===== src/rtl/cumulative_histogram_dual.sv =====
// ============================================================================
// cumulative_histogram_dual: single-pass cumulative histogram with low/high
// percentile threshold search. Optional macro CUMHIST_CLEAR_EN enables
// clear-on-read of the source histogram RAM.
// Revision: 1.0
// ============================================================================
`default_nettype none

module cumulative_histogram_dual #(
    parameter int WORD_SIZE = 20,
    parameter int BIN_BITS  = 8,
    parameter int RD_LAT    = 1
) (
    input  logic                 iClk,
    input  logic                 iRst,
    input  logic                 iStart,
    input  logic                 iAck,
    input  logic [WORD_SIZE-1:0] iPctLo,
    input  logic [WORD_SIZE-1:0] iPctHi,
    input  logic [WORD_SIZE-1:0] iQInHist,
    output logic [BIN_BITS-1:0]  oAddrInHist,
    output logic                 oWE,
    output logic [BIN_BITS-1:0]  oAddrOutCumH,
    output logic [WORD_SIZE-1:0] oDataOutCumH,
    output logic                 oClrWE,
    output logic [BIN_BITS-1:0]  oClrAddr,
    output logic [BIN_BITS-1:0]  oThreshLo,
    output logic [BIN_BITS-1:0]  oThreshHi,
    output logic                 oLoFound,
    output logic                 oHiFound,
    output logic                 oOverflow,
    output logic                 oBusy,
    output logic                 oDone
);

    localparam logic [BIN_BITS-1:0] LAST_BIN = {BIN_BITS{1'b1}};

    typedef enum logic [1:0] {
        IDLE  = 2'd0,
        SCAN  = 2'd1,
        DRAIN = 2'd2,
        DONE  = 2'd3
    } state_t;

    state_t state, state_nx;

    logic [WORD_SIZE-1:0] pct_lo, pct_hi, acc;
    logic                 lo_hit, hi_hit;
    logic [BIN_BITS-1:0]  lo_bin, hi_bin;
    logic                 pipe_vld [RD_LAT];
    logic [BIN_BITS-1:0]  pipe_bin [RD_LAT];

    logic                 sample;
    logic [BIN_BITS-1:0]  sample_bin;
    logic [WORD_SIZE:0]   sum;
    logic [WORD_SIZE-1:0] cum;
    logic                 last_write;

    assign sample     = pipe_vld[RD_LAT-1];
    assign sample_bin = pipe_bin[RD_LAT-1];
    assign sum        = {1'b0, acc} + {1'b0, iQInHist};
    // A carry out pins the running sum at full scale.
    assign cum        = sum[WORD_SIZE] ? {WORD_SIZE{1'b1}} : sum[WORD_SIZE-1:0];
    assign last_write = oWE && (oAddrOutCumH == LAST_BIN);

    always_ff @(posedge iClk or posedge iRst) begin
        if (iRst) state <= IDLE;
        else      state <= state_nx;
    end

    always_comb begin
        state_nx = state;
        case (state)
            IDLE:    state_nx = IDLE;
            SCAN:    if (oAddrInHist == LAST_BIN) state_nx = DRAIN;
            DRAIN:   if (last_write) state_nx = DONE;
            DONE:    if (iAck) state_nx = IDLE;
            default: state_nx = IDLE;
        endcase
        // A new start aborts whatever is in progress.
        if (iStart) state_nx = SCAN;
    end

    always_ff @(posedge iClk or posedge iRst) begin
        if (iRst) begin
            pct_lo       <= '0;
            pct_hi       <= '0;
            acc          <= '0;
            lo_hit       <= 1'b0;
            hi_hit       <= 1'b0;
            lo_bin       <= '0;
            hi_bin       <= '0;
            for (int i = 0; i < RD_LAT; i++) begin
                pipe_vld[i] <= 1'b0;
                pipe_bin[i] <= '0;
            end
            oAddrInHist  <= '0;
            oWE          <= 1'b0;
            oAddrOutCumH <= '0;
            oDataOutCumH <= '0;
            oThreshLo    <= '0;
            oThreshHi    <= '0;
            oLoFound     <= 1'b0;
            oHiFound     <= 1'b0;
            oOverflow    <= 1'b0;
            oBusy        <= 1'b0;
            oDone        <= 1'b0;
        end else if (iStart) begin
            pct_lo       <= iPctLo;
            pct_hi       <= iPctHi;
            acc          <= '0;
            lo_hit       <= 1'b0;
            hi_hit       <= 1'b0;
            lo_bin       <= '0;
            hi_bin       <= '0;
            for (int i = 0; i < RD_LAT; i++) begin
                pipe_vld[i] <= 1'b0;
                pipe_bin[i] <= '0;
            end
            oAddrInHist  <= '0;
            oWE          <= 1'b0;
            oAddrOutCumH <= '0;
            oDataOutCumH <= '0;
            oThreshLo    <= '0;
            oThreshHi    <= '0;
            oLoFound     <= 1'b0;
            oHiFound     <= 1'b0;
            oOverflow    <= 1'b0;
            oBusy        <= 1'b1;
            oDone        <= 1'b0;
        end else begin
            // Address wraps to zero after the last bin, leaving it parked at 0.
            if (state == SCAN) oAddrInHist <= oAddrInHist + BIN_BITS'(1);

            pipe_vld[0] <= (state == SCAN);
            pipe_bin[0] <= oAddrInHist;
            for (int i = RD_LAT - 1; i > 0; i--) begin
                pipe_vld[i] <= pipe_vld[i-1];
                pipe_bin[i] <= pipe_bin[i-1];
            end

            if (sample) begin
                acc          <= cum;
                oWE          <= 1'b1;
                oAddrOutCumH <= sample_bin;
                oDataOutCumH <= cum;
                if (sum[WORD_SIZE]) oOverflow <= 1'b1;
                if (!lo_hit && (cum > pct_lo)) begin
                    lo_hit <= 1'b1;
                    lo_bin <= sample_bin;
                end
                if (!hi_hit && (cum > pct_hi)) begin
                    hi_hit <= 1'b1;
                    hi_bin <= sample_bin;
                end
            end else begin
                oWE          <= 1'b0;
                oAddrOutCumH <= '0;
                oDataOutCumH <= '0;
            end

            // Results become visible only once the whole pass is written.
            if ((state == DRAIN) && last_write) begin
                oDone     <= 1'b1;
                oBusy     <= 1'b0;
                oThreshLo <= lo_hit ? lo_bin : LAST_BIN;
                oThreshHi <= hi_hit ? hi_bin : LAST_BIN;
                oLoFound  <= lo_hit;
                oHiFound  <= hi_hit;
            end

            if ((state == DONE) && iAck) oDone <= 1'b0;
        end
    end

`ifdef CUMHIST_CLEAR_EN
    // Zero each source bin alongside its cumulative write.
    always_ff @(posedge iClk or posedge iRst) begin
        if (iRst) begin
            oClrWE   <= 1'b0;
            oClrAddr <= '0;
        end else if (iStart) begin
            oClrWE   <= 1'b0;
            oClrAddr <= '0;
        end else begin
            oClrWE   <= sample;
            oClrAddr <= sample ? sample_bin : '0;
        end
    end
`else
    assign oClrWE   = 1'b0;
    assign oClrAddr = '0;
`endif

endmodule

`default_nettype wire


===== config.mk =====
export PLATFORM = sky130hd
export DESIGN_NAME = cumulative_histogram_dual
export DESIGN_NICKNAME = d
export VERILOG_FILES = /design/src/rtl/cumulative_histogram_dual.sv
export SDC_FILE = /design/constraint.sdc
export NUM_CORES = 1
export LEC_CHECK = 0
export CAP_MARGIN = 10
export CORE_MARGIN = 3
export CORE_UTILIZATION = 45
export DETAILED_ROUTE_END_ITERATION = 6
export PLACE_DENSITY = 0.7
export REMOVE_ABC_BUFFERS = 1
export SYNTH_ARGS = -nofsm -noshare
export SYNTH_HDL_FRONTEND = slang
export SYNTH_SLANG_ARGS = --single-unit

===== constraint.sdc =====
create_clock -name iClk -period 6.9 [get_ports iClk]
set_input_delay 1.38 -clock iClk [delete_from_list [all_inputs] [get_ports iClk]]
set_output_delay 1.38 -clock iClk [all_outputs]
set_load 0.01 [all_outputs]

==> impl_metrics.yaml, run 1 <==
grt:
  overflow: 0
  grt_pass1_wl_mm: 32.1
  grt_max_degree: 103
  grt_usage: 0.206
  grt_busiest_layer: "met2"
  met1_usage: 0.296
  met3_usage: 0.0381
  grt_use_met2: 0.315
  antenna_found_initial: 1
  first_global_vias: 6066
placed_design:
  dp.cells: 1151
  io_buffers: 121
  dp_slack_ps: 804
  place.gp.congestion: 0.873
  dp_hpwl_mm: 14.3
timing:
  slew_headroom: 0.419
  grt_setup_unrepaired: "no"
  tightestPinTransition_ps: 872
  hold_ws_ps: 473
  max_freq_mhz: 174
  min_period_ps: 5740
  fin_worst_skew_ps: 8.04
  setup_viol: 0
  timing.final.crit_share: 0.832
  fin_tns_setup_ps: 0
  hold_viol_final: 0
  slew_viol_final: 0
  fin_ws_ps: 1160
setup_path:
  critPathArrivalTime_ps: 6060
  max_stage_delay_ps: 520
  crit_fanout: 16
  cp-start-kind: "input pin"
  critical_path.top_delay_family: "simple AND/OR/NAND/NOR gates"
  worstPathCellList: "clkdlybuf4s50_1 > ha_1 > fa_1 > a211o_1 > a31oi_1 > o21a_2 > o21ai_2 > nand2_1 > nand2_1 > ha_1 > and4_1 > and4_1 > o21ai_0 > o2111ai_1 > nand4b_1 > mux2i_1"
  crit_slowest_cell: "nand4b_1"
  critical_path_class: "in -> reg"
  path_buf_inv: 1
  end_kind: "register"
  worst_ep_required_time_ps: 7220
floorplan:
  die-area_um2: 19400
  num_io_pins: 131
  fp-row-count: 48
  core-area_um2: 17400
  die_w_um: 139
  initial_core_util: 0.460
  die_h_um: 139
cells_and_area:
  stdcell_count: 1184
  nFillCells: 1541
  fin_nets: 1074
  areaGrowthSynthToFinish_pct: 23.9
  multi_input_area_um2: 3880
  seq_area_um2: 3680
  drive_gt1_frac: 0.0491
synthesis:
  yosysWarnings: 0
  synth_cells: 842
  synth_cell_types: 60
  yosysTopAreaCellShare: 0.460
  syn_area_per_cell_um2: 9.49
  synth-seq-area-share: 0.460
  syn_area_um2: 7990
  synth_top_area_cell: "dfrtp_1"
  synth_edf_count: 0
  async_reset_ff_frac: 1.00
  synth_seq_cells: 147
  synthTopCellsByArea: "dfrtp_1, ha_1, nand2_1, o21ai_0, a21oi_1"
  synthFlopType: "dfrtp_1"
routing:
  drc: 0
  dr.pass1.iters: 6
  vias_per_cell: 5.26
  vias: 6226
  wl_per_cell_um: 16.6
  ant_nets: 0
  drt-total-wl_mm: 19.6
  drt-initial-drc-count: 406
clocking:
  post_cts_resize_count: 0
  clk_pin_slew_ps: 60
  clockRootBuffer: "clkbuf_16"
  cts_tree: "yes"
  h-tree-depth: 4
  clock-sinks: 147
  clock_path_buffers: 2
  numCtsBuffers: 17
  post-cts-setup-buffers: 0
  cts-hold-fix-buffers: 0
  clk_latency_ps: 420
run_status:
  status: "complete, no violations"
pwr:
  p_leak_uw: 0.00466
  vdd.ir_drop.worst_mv: 0.204
  pwr_density_cell_nw_per_um2: 343
min_path:
  hold_path_class: "reg -> reg"
flow_run:
  maxCapViolCount: 0
[power by group]
group          switching (uW)  internal (uW)  leakage, uW
sequential               85.3            990      0.00193
combinational             810            608      0.00245
clock                     365            542     0.000276
[worst register-to-register path, stage by stage (launching register included)]
cell and delay [ps]:
dfrtp_1 400, ha_1 230, fa_1 430, a211o_1 340
a31oi_1 280, o21a_2 260, o21ai_2 200, nand2_1 490
nand2_1 180, ha_1 330, and4_1 250, and4_1 210
o21ai_0 90, o2111ai_1 130, nand4b_1 520, mux2i_1 340
[through the flow]
stage                     utilization  power (uW)  instance area (um2)
after global placement          0.537        2480                 9320
final                           0.571        3400                 9900
after detailed placement        0.537        2500                 9320
after global routing            0.571        3660                 9900
after floorplan                     -        2010                 7780
after CTS                       0.570        3410                 9900
[registers in the layout, indices dropped and copies added (netlist names), 2 cells and up]
register	flops
acc	20
oThreshHi	8
oAddrOutCumH	8
pct_hi	20
pipe_bin	8
hi_bin	8
oDataOutCumH	20
oThreshLo	8
lo_bin	8
oAddrInHist	8
state	2
pct_lo	20
[synthesized netlist by cell type, types with 13 or more instances]
cell type  number
mux2i_1        19
nand2_1       101
a21oi_1        47
inv_1          58
o31ai_1        17
o21ai_0        60
nor2b_1        25
dfrtp_1       147
nand2b_1       31
ha_1           64
and2_1         13
a211oi_1       14
clkbuf_1       29
nor2_1         56
[cells by family after synthesis]
family,share of synthesized area
flip-flops,0.460
multiplexers,0.0266
buffers and inverters,0.0576
AO/OA/AOI/OAI,0.165
XOR/XNOR,0.0175
other,0.000469
AND/OR/NAND/NOR,0.170
adder cells (fa/ha/maj),0.103
[worst paths after layout]
kind	cells after the start	slack, ps	endpoint	startpoint
max reg2reg	15	2140	lo_bin[4]$_DFFE_PP0P_	acc[0]$_DFFE_PP0P_
min	2	470	oThreshLo[0]$_DFFE_PP0P_	oThreshLo[0]$_DFFE_PP0P_
max in group asynchronous	3	4180	oDataOutCumH[3]$_DFF_PP0_	iRst
max	16	1160	lo_bin[4]$_DFFE_PP0P_	iQInHist[0]
min in group asynchronous	2	1530	oBusy$_DFFE_PP0P_	iRst
min reg2reg	2	470	oThreshLo[0]$_DFFE_PP0P_	oThreshLo[0]$_DFFE_PP0P_
[layer usage]
metal | vias to the layer above | routed length [um]
met5 | - | 0
met4 | 0 | 442
met3 | 28 | 862
met2 | 163 | 8850
met1 | 2923 | 9460
li1 | 3112 | -
[area by class of cell]
| class | count | share of cell area |
|---|---|---|
| Tap cell | 225 | 0.0284 |
| Inverter | 58 | 0.0225 |
| Clock buffer | 20 | 0.0451 |
| Sequential cell | 147 | 0.371 |
| Timing Repair Buffer | 127 | 0.127 |
| Multi-Input combinational cell | 594 | 0.392 |
| Clock inverter | 12 | 0.0134 |
| Antenna cell | 1 | 0.000253 |
[cell usage in the layout, fill, tap and decap left out, types with 12 or more instances in the layout]
| cell type | instances |
|---|---|
| a211oi_1 | 14 |
| and2_1 | 13 |
| o21ai_0 | 60 |
| dfrtp_1 | 147 |
| a21oi_1 | 47 |
| mux2i_1 | 19 |
| nand2b_1 | 31 |
| nand2_1 | 101 |
| nor2b_1 | 25 |
| nand3_1 | 12 |
| a21o_1 | 12 |
| clkdlybuf4s50_1 | 120 |
| inv_1 | 57 |
| ha_1 | 64 |
| o31ai_1 | 17 |
| nor2_1 | 56 |
| clkbuf_16 | 17 |
(Power assumes the default switching activity.)
==> run 2, diff against run 1 <==
--- a/config.mk
+++ b/config.mk
@@ -9,7 +9,7 @@
 export CORE_MARGIN = 3
 export CORE_UTILIZATION = 45
 export DETAILED_ROUTE_END_ITERATION = 6
-export PLACE_DENSITY = 0.7
+export PLACE_DENSITY = 0.73
 export REMOVE_ABC_BUFFERS = 1
 export SYNTH_ARGS = -nofsm -noshare
 export SYNTH_HDL_FRONTEND = slang
==> constraint.sdc (replaced) <==
create_clock -name iClk -period 5.1 [get_ports iClk]
set_input_delay 1.02 -clock iClk [delete_from_list [all_inputs] [get_ports iClk]]
set_output_delay 1.02 -clock iClk [all_outputs]
set_load 0.01 [all_outputs]
==> run 2 against run 1 <==
Flip-flop and latch count stayed put. Core utilization is 1.8 points higher. Design area is 3.2% higher. Global-route usage is 0.55 points higher. Wire length is 2.0% higher. Largest cell class unchanged. Clock power is 35% higher. Non-clock buffer count is 39 higher. Via count is 3.3% higher. Cell count is 3.0% higher.
==> impl_metrics.yaml, run 2 (synthesis results as in run 1) <==
setup_path:
  crit_fanout: 8
  critPathArrivalTime_ps: 5100
  critical_path_class: "in -> reg"
  worst_ep_required_time_ps: 5440
  worstPathCellList: "clkdlybuf4s50_1 > ha_1 > fa_1 > a211o_1 > a31oi_1 > o21a_2 > o21ai_2 > buf_4 > a21oi_1 > inv_1 > ha_1 > a21oi_1 > o21ai_0 > a221oi_2 > o2111ai_1 > nand4b_1 > buf_12 > mux2i_1"
  max_stage_delay_ps: 410
  cp-start-kind: "input pin"
  crit_slowest_cell: "clkdlybuf4s50_1"
  end_kind: "register"
floorplan:
  die-area_um2: 19400
  die_w_um: 139
  die_h_um: 139
  num_io_pins: 131
  core-area_um2: 17400
  fp-row-count: 48
  initial_core_util: 0.460
cells_and_area:
  layout_commonest_cell: "dfrtp_1"
  nFillCells: 1511
  drive_gt1_frac: 0.0894
  fin_nets: 1113
  final_cell_mix: "dfrtp_1, clkdlybuf4s50_1, nand2_1, ha_1, o21ai_0"
  antennaDiodeCount: 0
  areaGrowthSynthToFinish_pct: 28.0
routing:
  vias: 6432
  drc: 0
  drt-initial-drc-count: 380
  vias_per_cell: 5.27
  drt-total-wl_mm: 20.0
  dr.pass1.iters: 5
  ant_nets: 0
  wl_per_cell_um: 16.4
pwr:
  p_leak_uw: 0.00485
  pwr_density_cell_nw_per_um2: 472
  power_uw: 4820
  vdd.ir_drop.worst_mv: 0.304
timing:
  slew_headroom: 0.372
  tightestPinTransition_ps: 941
  slew_viol_final: 0
  fin_worst_skew_ps: 6.35
  setup_viol: 0
  hold_viol_final: 0
  max_freq_mhz: 210
  fin_tns_setup_ps: 0
  timing.final.crit_share: 0.932
  grt_setup_unrepaired: "no"
  min_period_ps: 4760
grt:
  antenna_found_initial: 0
  grt_pass1_wl_mm: 33.0
  grt_max_degree: 103
  grt_usage: 0.212
  first_global_vias: 6445
  overflow: 0
clocking:
  numCtsBuffers: 17
  h-tree-depth: 4
  cts-hold-fix-buffers: 0
  clk_latency_ps: 430
  clockRootBuffer: "clkbuf_16"
  clk_pin_slew_ps: 60
  clock_path_buffers: 2
  clock-sinks: 147
  cts_tree: "yes"
placed_design:
  io_buffers: 121
  place.gp.congestion: 0.929
  dp_hpwl_mm: 14.8
flow_run:
  maxCapViolCount: 0
run_status:
  status: "complete, no violations"
min_path:
  hold_path_class: "reg -> reg"
run 2: timing repair:
action / CTS / global route
setup buffers: 0 / 0
setup endpoints to repair: 0 / 14
resized for setup: 0 / 3
run 2: final cells by class:
cell class | count | area (um2) | share of cell area
Multi-Input combinational cell | 594 | 3890 | 0.381
Sequential cell | 147 | 3680 | 0.360
Timing Repair Buffer | 166 | 1570 | 0.154
Clock buffer | 18 | 439 | 0.0430
Tap cell | 225 | 282 | 0.0275
Inverter | 58 | 223 | 0.0218
Clock inverter | 12 | 134 | 0.0131
run 2: power by group:
part / internal, uW / total [uW] / switching [uW]
registers: 1340 / 1450 / 112
clock network: 728 / 1220 / 495
logic: 996 / 2150 / 1150
run 2: critical path: cells and delay by family:
kind / cells / cell delay, ps
AND/OR/NAND/NOR: 1 / 180
buffers and inverters: 4 / 850
adder cells (fa/ha/maj): 3 / 930
multiplexers: 1 / 180
AO/OA/AOI/OAI: 9 / 1930
run 2: path summary, 6_finish.rpt:
kind	start	end	slack [ps]	cells past startpoint
worst max-delay path	iQInHist[0]	lo_bin[0]$_DFFE_PP0P_	340	18
worst min-delay path	oThreshLo[0]$_DFFE_PP0P_	oThreshLo[0]$_DFFE_PP0P_	480	2
worst max register to register	acc[0]$_DFFE_PP0P_	lo_bin[0]$_DFFE_PP0P_	990	17
worst min register to register	oThreshLo[0]$_DFFE_PP0P_	oThreshLo[0]$_DFFE_PP0P_	480	2
max in group asynchronous	iRst	oDataOutCumH[1]$_DFF_PP0_	3020	3
min in group asynchronous	iRst	oThreshLo[2]$_DFFE_PP0P_	1120	2
run 2: layer usage:
metal | routed length [um] | track usage | up-vias
li1 | - | - | 3184
met1 | 9330 | 0.293 | 3043
met2 | 9270 | 0.329 | 172
met3 | 958 | 0.0491 | 33
met4 | 449 | 0.0762 | 0
met5 | 0 | 0 | -
run 2: stage by stage:
step	setup WS [ps]	hold WS, ps	util	cells	cell area [um2]
2_1_floorplan	129	455	-	799	7780
3_3_place_gp	-6.34	462	0.555	1190	9640
3_5_place_dp	-110	466	0.555	1190	9640
4_1_cts	310	480	0.588	1220	10200
5_1_grt	20.7	498	0.589	1220	10200
6_report	345	475	0.589	1220	10200
==> run 3, diff against run 2 <==
--- a/config.mk
+++ b/config.mk
@@ -9,7 +9,7 @@
 export CORE_MARGIN = 3
 export CORE_UTILIZATION = 45
 export DETAILED_ROUTE_END_ITERATION = 6
-export PLACE_DENSITY = 0.73
+export PLACE_DENSITY = 0.7
 export REMOVE_ABC_BUFFERS = 1
 export SYNTH_ARGS = -nofsm -noshare
 export SYNTH_HDL_FRONTEND = slang
==> constraint.sdc (replaced) <==
create_clock -name iClk -period 4.4 [get_ports iClk]
set_input_delay 0.88 -clock iClk [delete_from_list [all_inputs] [get_ports iClk]]
set_output_delay 0.88 -clock iClk [all_outputs]
set_load 0.01 [all_outputs]
==> run 3 against run 2 <==
Setup slack worse by 200 ps. Sequential share of layout area decreased by 3.1 points. Hold slack worse by 0.90 ps. Flip-flop and latch count is the same. Clock-buffer cell count unchanged. Design area is 9.5% higher. Global-route usage grew 1.2 points. Critical endpoint is now hi_bin[4]$_DFFE_PP0P_. Largest cell class unchanged.
==> impl_metrics.yaml, run 3 (synthesis results as in run 1) <==
min_path:
  hold_path_class: "reg -> reg"
routing:
  ant_nets: 0
  drc: 0
  drt-initial-drc-count: 412
  vias: 6843
  wl_per_cell_um: 16.8
  vias_per_cell: 5.28
  drt-total-wl_mm: 21.8
  dr.pass1.iters: 5
timing:
  max_freq_mhz: 235
  slew_headroom: 0.402
  fin_worst_skew_ps: 11.7
  hold_viol_final: 0
  setup_viol: 0
  hold_ws_ps: 474
  slew_viol_final: 0
  timing.final.crit_share: 0.967
  min_period_ps: 4250
  tightestPinTransition_ps: 898
setup_path:
  endpoint: "hi_bin[4]$_DFFE_PP0P_"
  path_buf_inv: 3
  path_common_cell: "or3_1"
  max_stage_delay_ps: 410
  worst_ep_required_time_ps: 4730
  critPathArrivalTime_ps: 4590
  path_depth: 16
  crit_fanout: 8
  critical_path.top_delay_family: "simple AND/OR/NAND/NOR gates"
  crit_start: "iQInHist[16]"
  r2r_slack_ps: 480
  crit_slowest_cell: "clkdlybuf4s50_1"
  r2r_start: "acc[0]$_DFFE_PP0P_"
  cp-start-kind: "input pin"
  r2r_end: "lo_bin[4]$_DFFE_PP0P_"
  ff2ff_path_depth: 18
  worstPathCellList: "clkdlybuf4s50_1 > ha_1 > a21o_1 > a31o_1 > or3_1 > or3_1 > a32oi_2 > inv_2 > ha_4 > and4_4 > and4_1 > o21ai_1 > o2111ai_2 > and4b_2 > buf_12 > mux2i_2"
  end_kind: "register"
  critical_path_class: "in -> reg"
grt:
  first_global_vias: 6845
  grt_busiest_layer: "met2"
  overflow: 0
  antenna_found_initial: 0
  grt_usage: 0.224
  grt_use_met2: 0.358
  grt_pass1_wl_mm: 35.1
  met1_usage: 0.312
  met3_usage: 0.0354
  grt_max_degree: 100
clocking:
  clk_pin_slew_ps: 60
  cts-hold-fix-buffers: 0
  clock_path_buffers: 2
  clockRootBuffer: "clkbuf_16"
  numCtsBuffers: 17
  h-tree-depth: 4
  clock-sinks: 147
  clk_latency_ps: 420
  cts_tree: "yes"
floorplan:
  fp-row-count: 48
  core-area_um2: 17400
  die-area_um2: 19400
  die_h_um: 139
  num_io_pins: 131
  die_w_um: 139
  initial_core_util: 0.460
cells_and_area:
  drive_gt1_frac: 0.198
  layout_commonest_cell: "dfrtp_1"
  areaGrowthSynthToFinish_pct: 40.1
  nFillCells: 1381
  antennaDiodeCount: 0
  fin_nets: 1188
  final_cell_mix: "dfrtp_1, clkdlybuf4s50_1, buf_4, nand2_1"
  stdcell_area_um2: 11200
  stdcell_count: 1296
placed_design:
  place.gp.congestion: 0.887
  dp_hpwl_mm: 15.4
  io_buffers: 121
  dp.cells: 1251
  placed_cell_area_um2: 10100
pwr:
  power_uw: 6510
  p_leak_uw: 0.00532
  vdd.ir_drop.worst_mv: 0.387
  pwr_density_cell_nw_per_um2: 582
flow_run:
  maxCapViolCount: 0
run_status:
  status: "complete, no violations"
-- run 3: layout make-up --
class	instances	area [um2]	share of cell area
inverters	58	223	0.0199
flip-flops and latches	147	3680	0.329
well taps	225	282	0.0251
clock inverters	13	184	0.0164
repair buffers	241	2180	0.195
multi-input cells	594	4210	0.376
clock buffers	18	439	0.0392
-- run 3: per-stage QoR --
| stage | TNS, ps | util | worst slack (ps) |
|---|---|---|---|
| floorplan | -66560 | - | -431 |
| finish | 0 | 0.645 | 147 |
| CTS | 0 | 0.624 | 17.2 |
| global route | -230 | 0.645 | -45.2 |
| global placement | -9650 | 0.583 | -581 |
| detailed placement | -11990 | 0.583 | -757 |
-- run 3: worst min path at each step --
stage,startpoint,end,depth (start not counted)
6_report,oBusy$_DFFE_PP0P_,oBusy$_DFFE_PP0P_,1
5_1_grt,pipe_bin[1]$_DFF_PP0_,oAddrOutCumH[1]$_DFF_PP0_,1
4_1_cts,oBusy$_DFFE_PP0P_,oBusy$_DFFE_PP0P_,1
3_5_place_dp,oBusy$_DFFE_PP0P_,oBusy$_DFFE_PP0P_,1
3_3_place_gp,pipe_bin[2]$_DFF_PP0_,oAddrOutCumH[2]$_DFF_PP0_,1
2_1_floorplan,pipe_bin[0]$_DFF_PP0_,oAddrOutCumH[0]$_DFF_PP0_,1
-- run 3: timing repair --
action	4_1_cts	5_1_grt
buffers inserted	5	9
setup endpoints to repair	17	17
pin swaps	11	33
gates cloned	0	0
gates resized for setup	13	60
-- run 3: power by group --
group          switching (uW)  internal [uW]
registers                 130           1550
clock network             579            961
logic                    1640           1650
total                    2350           4160
-- run 3: per-layer routing --
layer | vias to the layer above | wire, um
li1 | 3327 | -
met1 | 3311 | 10200
met2 | 174 | 10200
met3 | 31 | 854
met4 | 0 | 484
met5 | - | 0
